File: config.mk
export PLATFORM = sky130hd
export DESIGN_NAME = seq_scan_ctrl_flat
export DESIGN_NICKNAME = d
export VERILOG_FILES = /design/src/rtl/seq_scan_pkg.sv /design/src/rtl/seq_scan_if.sv /design/src/rtl/seq_detect_core.sv /design/src/rtl/seq_scan_ctrl.sv /design/src/flat_wrapper.sv
export SDC_FILE = /design/constraint.sdc
export NUM_CORES = 1
export LEC_CHECK = 0
export ABC_AREA = 0
export BUFFER_PORTS_ARGS = -buffer_cell sky130_fd_sc_hd__buf_2
export CAP_MARGIN = 20
export CORE_AREA = 2 2 59 61
export DETAILED_ROUTE_END_ITERATION = 10
export DIE_AREA = 0 0 61 63
export MAX_ROUTING_LAYER = met4
export PLACE_DENSITY = 0.78
export RECOVER_POWER = 100
export SLEW_MARGIN = 25
export SYNTH_ARGS = -nofsm -noshare
export SYNTH_HDL_FRONTEND = slang
export SYNTH_SLANG_ARGS = --single-unit
File: constraint.sdc
create_clock -name clk -period 4.6 [get_ports clk]
set_input_delay 0.46 -clock clk [delete_from_list [all_inputs] [get_ports clk]]
set_output_delay 0.46 -clock clk [all_outputs]
set_load 0.05 [all_outputs]
File: src/rtl/seq_scan_pkg.sv
// Shared types and constants for the word-to-bit scan controller and its 1101 detector.
package seq_scan_pkg;

  typedef enum logic [1:0] {
    StIdle,
    StShift,
    StDrain,
    StDone
  } ctrl_state_e;

  typedef enum logic [2:0] {
    DetS0,
    DetS1,
    DetS2,
    DetS3,
    DetS4
  } det_state_e;

  localparam logic [3:0] PATTERN = 4'b1101;

endpackage

File: src/rtl/seq_scan_if.sv
// Handshake and data bundle between a word producer (master) and seq_scan_ctrl (slave).
interface seq_scan_if #(
  parameter int unsigned WIDTH = 16,
  parameter int unsigned CNT_W = $clog2(WIDTH + 2)
);

  logic             start;
  logic             abort;
  logic [WIDTH-1:0] data_in;
  logic             busy;
  logic             done;
  logic [CNT_W-1:0] match_count;

  modport master (
    output start, abort, data_in,
    input  busy, done, match_count
  );

  modport slave (
    input  start, abort, data_in,
    output busy, done, match_count
  );

endinterface

File: src/rtl/seq_detect_core.sv
// Overlapping Moore detector for PATTERN (1101); z is high only in the full-match state.
module seq_detect_core
  import seq_scan_pkg::*;
(
  input  logic clk,
  input  logic reset,
  input  logic clr,
  input  logic adv,
  input  logic p1,
  output logic z
);

  det_state_e state_q;

  always_ff @(posedge clk or negedge reset) begin
    if (!reset) begin
      state_q <= DetS0;
    end else if (clr) begin
      state_q <= DetS0;
    end else if (adv) begin
      case (state_q)
        DetS0:   state_q <= (p1 == PATTERN[3]) ? DetS1 : DetS0;
        DetS1:   state_q <= (p1 == PATTERN[2]) ? DetS2 : DetS0;
        // A mismatching 1 still leaves a "11" prefix.
        DetS2:   state_q <= (p1 == PATTERN[1]) ? DetS3 : DetS2;
        DetS3:   state_q <= (p1 == PATTERN[0]) ? DetS4 : DetS0;
        DetS4:   state_q <= p1 ? DetS2 : DetS0;
        default: state_q <= DetS0;
      endcase
    end
  end

  assign z = (state_q == DetS4);

endmodule

File: src/rtl/seq_scan_ctrl.sv
// Serialises a word MSB-first into seq_detect_core and counts its matches.
// Define SEQ_SCAN_CHAIN_EN to carry detector state across consecutive words.
module seq_scan_ctrl
  import seq_scan_pkg::*;
#(
  parameter int unsigned WIDTH = 16,
  parameter int unsigned CNT_W = $clog2(WIDTH + 2)
) (
  input logic       clk,
  input logic       reset,
  seq_scan_if.slave bus
);

  localparam int unsigned BitW = $clog2(WIDTH);
  localparam logic [BitW-1:0] LastBit = BitW'(WIDTH - 1);

  ctrl_state_e      state_q;
  logic [WIDTH-1:0] sreg_q;
  logic [BitW-1:0]  bit_q;
  logic [CNT_W-1:0] match_q;
  logic             adv_q;
  logic             busy_q;
  logic             done_q;

  logic accept;
  logic adv;
  logic clr;
  logic z;

  assign accept = (state_q == StIdle) && bus.start;
  // An aborting edge leaves the detector untouched.
  assign adv    = (state_q == StShift) && !bus.abort;

`ifdef SEQ_SCAN_CHAIN_EN
  assign clr = 1'b0;
`else
  assign clr = accept;
`endif

  seq_detect_core u_detect (
    .clk   (clk),
    .reset (reset),
    .clr   (clr),
    .adv   (adv),
    .p1    (sreg_q[WIDTH-1]),
    .z     (z)
  );

  always_ff @(posedge clk or negedge reset) begin
    if (!reset) begin
      state_q <= StIdle;
      sreg_q  <= '0;
      bit_q   <= '0;
      match_q <= '0;
      adv_q   <= 1'b0;
      busy_q  <= 1'b0;
      done_q  <= 1'b0;
    end else begin
      adv_q <= adv;
      // z lags adv by one edge, so gating with adv_q counts each consumed bit once.
      if (adv_q && z && (match_q != '1)) begin
        match_q <= match_q + 1'b1;
      end
      case (state_q)
        StIdle: begin
          if (accept) begin
            state_q <= StShift;
            busy_q  <= 1'b1;
            sreg_q  <= bus.data_in;
            bit_q   <= '0;
            match_q <= '0;
          end
        end
        StShift: begin
          if (bus.abort) begin
            state_q <= StIdle;
            busy_q  <= 1'b0;
            match_q <= '0;
          end else begin
            sreg_q <= {sreg_q[WIDTH-2:0], 1'b0};
            bit_q  <= bit_q + 1'b1;
            if (bit_q == LastBit) begin
              state_q <= StDrain;
            end
          end
        end
        StDrain: begin
          if (bus.abort) begin
            state_q <= StIdle;
            busy_q  <= 1'b0;
            match_q <= '0;
          end else begin
            state_q <= StDone;
            busy_q  <= 1'b0;
            done_q  <= 1'b1;
          end
        end
        StDone: begin
          state_q <= StIdle;
          done_q  <= 1'b0;
        end
        default: begin
          state_q <= StIdle;
          busy_q  <= 1'b0;
          done_q  <= 1'b0;
        end
      endcase
    end
  end

  assign bus.busy        = busy_q;
  assign bus.done        = done_q;
  assign bus.match_count = match_q;

endmodule

File: src/flat_wrapper.sv
// flat-port wrapper written by rule: the top's interface ports become plain ports
module seq_scan_ctrl_flat import seq_scan_pkg::*;
#(
  parameter int unsigned WIDTH = 16,
  parameter int unsigned CNT_W = $clog2(WIDTH + 2)
)
  (clk, reset, bus_start, bus_abort, bus_data_in, bus_busy, bus_done, bus_match_count);
  seq_scan_if #(.WIDTH(WIDTH), .CNT_W(CNT_W)) bus_i ();
  input logic clk;
  input logic reset;
  input wire logic [$bits(bus_i.start)-1:0] bus_start;
  input wire logic [$bits(bus_i.abort)-1:0] bus_abort;
  input wire logic [$bits(bus_i.data_in)-1:0] bus_data_in;
  output wire logic [$bits(bus_i.busy)-1:0] bus_busy;
  output wire logic [$bits(bus_i.done)-1:0] bus_done;
  output wire logic [$bits(bus_i.match_count)-1:0] bus_match_count;
  assign bus_i.start = bus_start;
  assign bus_i.abort = bus_abort;
  assign bus_i.data_in = bus_data_in;
  assign bus_busy = bus_i.busy;
  assign bus_done = bus_i.done;
  assign bus_match_count = bus_i.match_count;
  seq_scan_ctrl #(.WIDTH(WIDTH), .CNT_W(CNT_W)) u_core (.clk(clk), .reset(reset), .bus(bus_i));
endmodule
==> results of run 1 <==
## registers in the layout, indices dropped and copies added (netlist names)
register	count
u_core.bus.busy	1
u_core.bus.match_count	5
u_core.state_q	2
u_core.bit_q	4
u_core.adv_q	1
u_core.u_detect.state_q	3
u_core.sreg_q	16
u_core.bus.done	1
## routing by layer
layer  vias to the layer above  global-route usage [%]  part of all wire (%)
met5                         -                       -                     0
met4                         0                   6.522                   1.6
met3                         5                   6.418                   5.0
met2                        25                   32.39                    50
met1                       609                   21.77                    43
li1                        602                       -                     -
## worst paths after layout
path | to | slack, ps
setup reg to reg | u_core.sreg_q[11]$_DFFE_PN0P_ | 1300
hold reg to reg | u_core.sreg_q[1]$_DFFE_PN0P_ | 510
setup / recovery | u_core.sreg_q[11]$_DFFE_PN0P_ | 1300
min in group asynchronous | u_core.sreg_q[12]$_DFFE_PN0P_ | 560
hold / removal | u_core.sreg_q[0]$_DFFE_PN0P_ | 360
max in group asynchronous | u_core.bus.match_count[1]$_DFF_PN0_ | 3050
## report_power, final
part	leakage [uW]	switching (uW)	internal (uW)
combinational	0.000420	291	338
clock	0.0000413	94.7	88.5
sequential	0.000414	87.5	411
## critical path: cells and delay by family (launching register included)
kind,cells,cell delay (ps)
fa+ha+maj,1,670
mux,1,430
flops,1,420
buf+inv,1,130
simple gates,1,390
compound gates,1,1130
## cell families (layout without fill, tap and decap cells)
logic type	Yosys count	count (layout)	synth area share, %
muxes	35	35	21.55
AOI/OAI and AO/OA	25	25	9.078
xor gates and xnor gates	1	1	0.4852
buffers and inverters	12	41	3.742
and+or+nand+nor	37	37	13.86
adders and majority gates	8	8	5.544
DFF	33	33	45.74
## stage by stage
step	setup WS, ps	instances	area, um^2	utilization (%)	total power (uW)
6_report	1297	226	2001	61.90	1311
5_1_grt	976.1	226	2001	61.90	1419
4_1_cts	1849	226	2022	62.56	1343
3_5_place_dp	1885	218	1952	60.39	1154
3_3_place_gp	2072	218	1952	60.39	1111
2_1_floorplan	2615	151	1805	-	1061
## cells in the mapped netlist, drive strengths merged (4+ instances only)
library cell   n
mux2i          4
nand2b         4
mux2          31
o21ai          5
ha             8
nand2          4
a21oi         10
nor2           4
nand3          6
buf            5
dfrtp         33
inv            7
## area by class of cell
cell class              instances  area, um^2  area share (%)
clock buffers                   7       65.06           3.252
repair buffers                 26       120.1           6.004
clock inverters                 1       5.005          0.2502
well taps                      46       57.56           2.877
multi-input cells             106       900.9           45.03
inverters                       7       26.28           1.313
flip-flops and latches         33       825.8           41.28
==> run summary, run 1 <==
status -> finished with violations
crit path from -> u_core.state_q[1]$_DFFE_PN0P_
RD Place Congestion -> 0.7773
drt drc -> 0
Rows -> 21
hold_sp -> bus_data_in[0]
Initial Utilization -> 55.87%
CTS root buf -> clkbuf_4
post-synth top area share -> 45.74%
share of layout cells above drive strength 1 -> 33.33%
Worst-Skew Late Latency -> 330 ps
Post-CTS Setup Inserts -> 0
wire per inst -> 13.73 um
Data required, critical path -> 4820 ps
clk buf depth -> 2
Post-Syn Area -> 1805 um^2
failing checks -> capacitance limit, slew limit
Hold WS -> 359.4 ps
skew final -> 9.359 ps
worst reg2reg path startpoint -> u_core.state_q[1]$_DFFE_PN0P_
fin. max-slew vios -> 34
htree depth -> 2
Cells on Worst Hold Path -> 3
asr flop ratio synth -> 100.0%
Nets -> 207
hold_buf cts -> 0
Antenna diodes -> 0
Iter 0 DRT Violations -> 40
CP Capture Type -> register
area grow syn2layout -> 10.81%
DR vias -> 1241
Via density -> 5.491
Die Y -> 63 um
count of cell types in the netlist -> 37
cell accounting for the most synthesized area -> dfrtp_1
FF-to-FF path depth -> 5
CP Launch Type -> register
DP HPWL -> 2311 um
GRT Util Overall -> 19.58%
crit path DAT -> 3520 ps
CTS tree -> built
clk sinks -> 33
Mapped Avg Cell Area -> 11.96 um^2
sequential fraction of the synthesis area -> 45.74%
Slew @ Worst Pin -> 1710 ps
Die X -> 61 um
syn_nets -> 179
RSZ-0062 raised after global routing -> false
global-route wire length before repair -> 5416 um
Critical Path Max Stage Delay -> 1130 ps
Most used DFF post-synth -> dfrtp_1
Slowest-stage cell, CP -> a21oi_1
Yosys warnings -> 0
gr ovfl total -> 0
post_cts resized -> 0
io pins -> 27
Hold Crit Class -> in2reg
initial antenna violation count -> 0
#FFs+latches synth -> 33
Mapped Cells -> 151
final WL -> 3104 um
Reg clk slew, reported paths -> 100 ps
core area -> 3232 um^2
number of global-route vias before repair -> 1262
Post-synth EDFFs -> 0
commonest non-fill, non-tap cell in the layout -> dfrtp_1
commonest cells after routing, fill and taps aside -> dfrtp_1, mux2_2, buf_2, a21oi_1
VDD IR max -> 0.3547 mV
number of max-cap violations -> 1
WS Path Type -> reg2reg
top cells by area, synth -> dfrtp_1, mux2_2, ha_1
crit path max fanout -> 20
minimum clock period -> 3303 ps
CP Cell Sequence -> inv_1, ha_1, nand2b_1, a21oi_1, mux2_2
Power Density -> 655.1 nW/um^2
Relative slew margins -> -14.01%
number of CTS-inserted buffers -> 5
Final Setup Violations -> 0
Detailed Routing Iterations Pass 1 -> 4
input/output buffers -> 26
setup TNS -> 0 ps
Static Leak -> 0.0008746 uW
Hold Vio Cnt, Final -> 0
DRT antenna net count -> 0
fmax -> 302.8 MHz
largest net degree at the start of global routing -> 34
Fillers -> 285
total die area -> 3843 um^2
final worst-path cycle share -> 71.80%
No activity file was read; power rests on OpenSTA's default activity.
==> run 2: changes to the inputs <==
--- a/config.mk
+++ b/config.mk
@@ -8,11 +8,11 @@
 export ABC_AREA = 0
 export BUFFER_PORTS_ARGS = -buffer_cell sky130_fd_sc_hd__buf_2
 export CAP_MARGIN = 20
-export CORE_AREA = 2 2 59 61
+export CORE_AREA = 2 2 63 65
 export DETAILED_ROUTE_END_ITERATION = 10
-export DIE_AREA = 0 0 61 63
+export DIE_AREA = 0 0 65 67
 export MAX_ROUTING_LAYER = met4
-export PLACE_DENSITY = 0.78
+export PLACE_DENSITY = 0.72
 export RECOVER_POWER = 100
 export SLEW_MARGIN = 25
 export SYNTH_ARGS = -nofsm -noshare
==> constraint.sdc (replaced) <==
create_clock -name clk -period 2.8 [get_ports clk]
set_input_delay 0.28 -clock clk [delete_from_list [all_inputs] [get_ports clk]]
set_output_delay 0.28 -clock clk [all_outputs]
set_load 0.05 [all_outputs]
==> run 2 against run 1 <==
  * The run still ends with capacitance limit, slew limit left
  * Cell count rose by 1.3%
  * Global-route usage fell by 1.6 points
  * Sequential share of layout area fell by 0.91 points
  * First-iteration DRC count did not move
  * Worst setup slack got worse by 830 ps
  * Sequential power rose by 65%
  * Wire length rose by 3.8%
  * Largest cell class unchanged
  * Highest routed layer unchanged
==> run summary, run 2 (same netlist as run 1, synthesis figures left out) <==
failing checks -> capacitance limit, slew limit
WS Path Type -> reg2reg
wire per inst -> 14.07 um
area grow syn2layout -> 13.31%
post-route cell area -> 2046 um^2
Relative slew margins -> -16.10%
CP Cell Sequence -> inv_1, ha_1, nand2b_1, a21oi_2, mux2_2
Detailed Routing Iterations Pass 1 -> 4
CTS root buf -> clkbuf_8
skew final -> 2.394 ps
input/output buffers -> 26
status -> finished with violations
Critical Path Max Stage Delay -> 710 ps
DR vias -> 1251
clk buf depth -> 2
Cells on Worst Hold Path -> 3
post_cts resized -> 0
number of global-route vias before repair -> 1278
number of max-cap violations -> 1
clk sinks -> 33
RSZ-0062 raised after global routing -> false
gr ovfl total -> 0
Buf/Inv on CP -> 1
Hold WS -> 217.6 ps
hold endpoint -> u_core.sreg_q[0]$_DFFE_PN0P_
hold_sp -> bus_data_in[0]
minimum clock period -> 2331 ps
Post-CTS Setup Inserts -> 0
Slowest-stage cell, CP -> a21oi_2
htree depth -> 2
crit path max fanout -> 15
commonest cells after routing, fill and taps aside -> dfrtp_1, mux2_2, buf_2, a21oi_1
FF-to-FF path depth -> 5
Final Setup Violations -> 0
CP Launch Type -> register
setup ws final -> 469.1 ps
CP Capture Type -> register
io pins -> 27
dpl ws -> 680.1 ps
Antenna diodes -> 0
Reg with most FFs -> u_core.sreg_q
CTS tree -> built
FF-to-FF setup slack -> 470 ps
largest net degree at the start of global routing -> 34
Hold Vio Cnt, Final -> 0
drt drc -> 0
DP HPWL -> 2383 um
global-route wire length before repair -> 5706 um
number of CTS-inserted buffers -> 5
GRT Util Overall -> 17.99%
RD Place Congestion -> 0.8218
core area -> 3606 um^2
initial antenna violation count -> 0
max reg flops -> 16
Hold Crit Class -> in2reg
Slew @ Worst Pin -> 1742 ps
Initial Utilization -> 50.07%
crit path DAT -> 2500 ps
Worst-Skew Late Latency -> 290 ps
Rows -> 22
total die area -> 4355 um^2
Power Density -> 1110 nW/um^2
DRT antenna net count -> 0
setup TNS -> 0 ps
fmax -> 429.0 MHz
final WL -> 3223 um
Post-Place Cell Area -> 1962 um^2
Via density -> 5.463
Iter 0 DRT Violations -> 40
final worst-path cycle share -> 83.25%
Die X -> 65 um
worst reg2reg path startpoint -> u_core.state_q[1]$_DFFE_PN0P_
commonest non-fill, non-tap cell in the layout -> dfrtp_1
Nets -> 208
Die Y -> 67 um
fin. max-slew vios -> 34
VDD IR max -> 0.5596 mV
Static Leak -> 0.0008927 uW
Top delay family on crit path -> compound AO/OA/AOI/OAI gates
RR Endpoint -> u_core.sreg_q[13]$_DFFE_PN0P_
Data required, critical path -> 2970 ps
Reg clk slew, reported paths -> 70 ps
hold_buf cts -> 0
share of layout cells above drive strength 1 -> 34.25%
-- run 2: layout make-up --
type                    count  area (um^2)
repair buffers             27        127.6
flip-flops and latches     33        825.8
multi-input cells         106        904.6
fillers                   309         1560
clock buffers               7        96.34
well taps                  48        60.06
inverters                   7        26.28
clock inverters             1        5.005
-- run 2: worst reg2reg max path, delay by kind of cell (launching register included) --
family          cells  cell delay, ps
flops               1             400
compound gates      1             720
mux                 1             420
fa+ha+maj           1             290
buf+inv             1             130
simple gates        1             260
-- run 2: where the power goes --
group          switching [uW]  internal (uW)
Sequential                146            678
Clock                     174            222
Combinational             488            565
Total                     807           1460
-- run 2: how the worst max path moves through the flow --
| stage | start | end | slack [ps] | cells after the start |
|---|---|---|---|---|
| finish | u_core.state_q[1]$_DFFE_PN0P_ | u_core.sreg_q[13]$_DFFE_PN0P_ | 470 | 5 |
| global route | u_core.state_q[1]$_DFFE_PN0P_ | u_core.sreg_q[13]$_DFFE_PN0P_ | 250 | 5 |
| CTS | u_core.state_q[1]$_DFFE_PN0P_ | u_core.sreg_q[13]$_DFFE_PN0P_ | 660 | 5 |
| detailed placement | u_core.state_q[1]$_DFFE_PN0P_ | u_core.sreg_q[13]$_DFFE_PN0P_ | 680 | 5 |
| global placement | u_core.state_q[0]$_DFFE_PN0P_ | u_core.sreg_q[1]$_DFFE_PN0P_ | 760 | 5 |
| floorplan | u_core.bus.match_count[0]$_DFF_PN0_ | u_core.bus.match_count[3]$_DFF_PN0_ | 810 | 5 |
-- run 2: routing by layer --
metal  wire (um)  track usage [%]  vias to the layer above
li1            -                -                      606
met1        1369            19.38                      613
met2        1647            31.44                       27
met4          58            7.181                        0
met3         146            5.068                        5
met5           0                -                        -
-- run 2: per-stage QoR --
| step | instances | total power [uW] | utilization, % |
|---|---|---|---|
| 2_1_floorplan | 151 | 1742 | - |
| 5_1_grt | 229 | 2451 | 56.73 |
| 6_report | 229 | 2272 | 56.73 |
| 3_5_place_dp | 221 | 1909 | 54.41 |
| 3_3_place_gp | 221 | 1840 | 54.41 |
| 4_1_cts | 229 | 2313 | 57.22 |
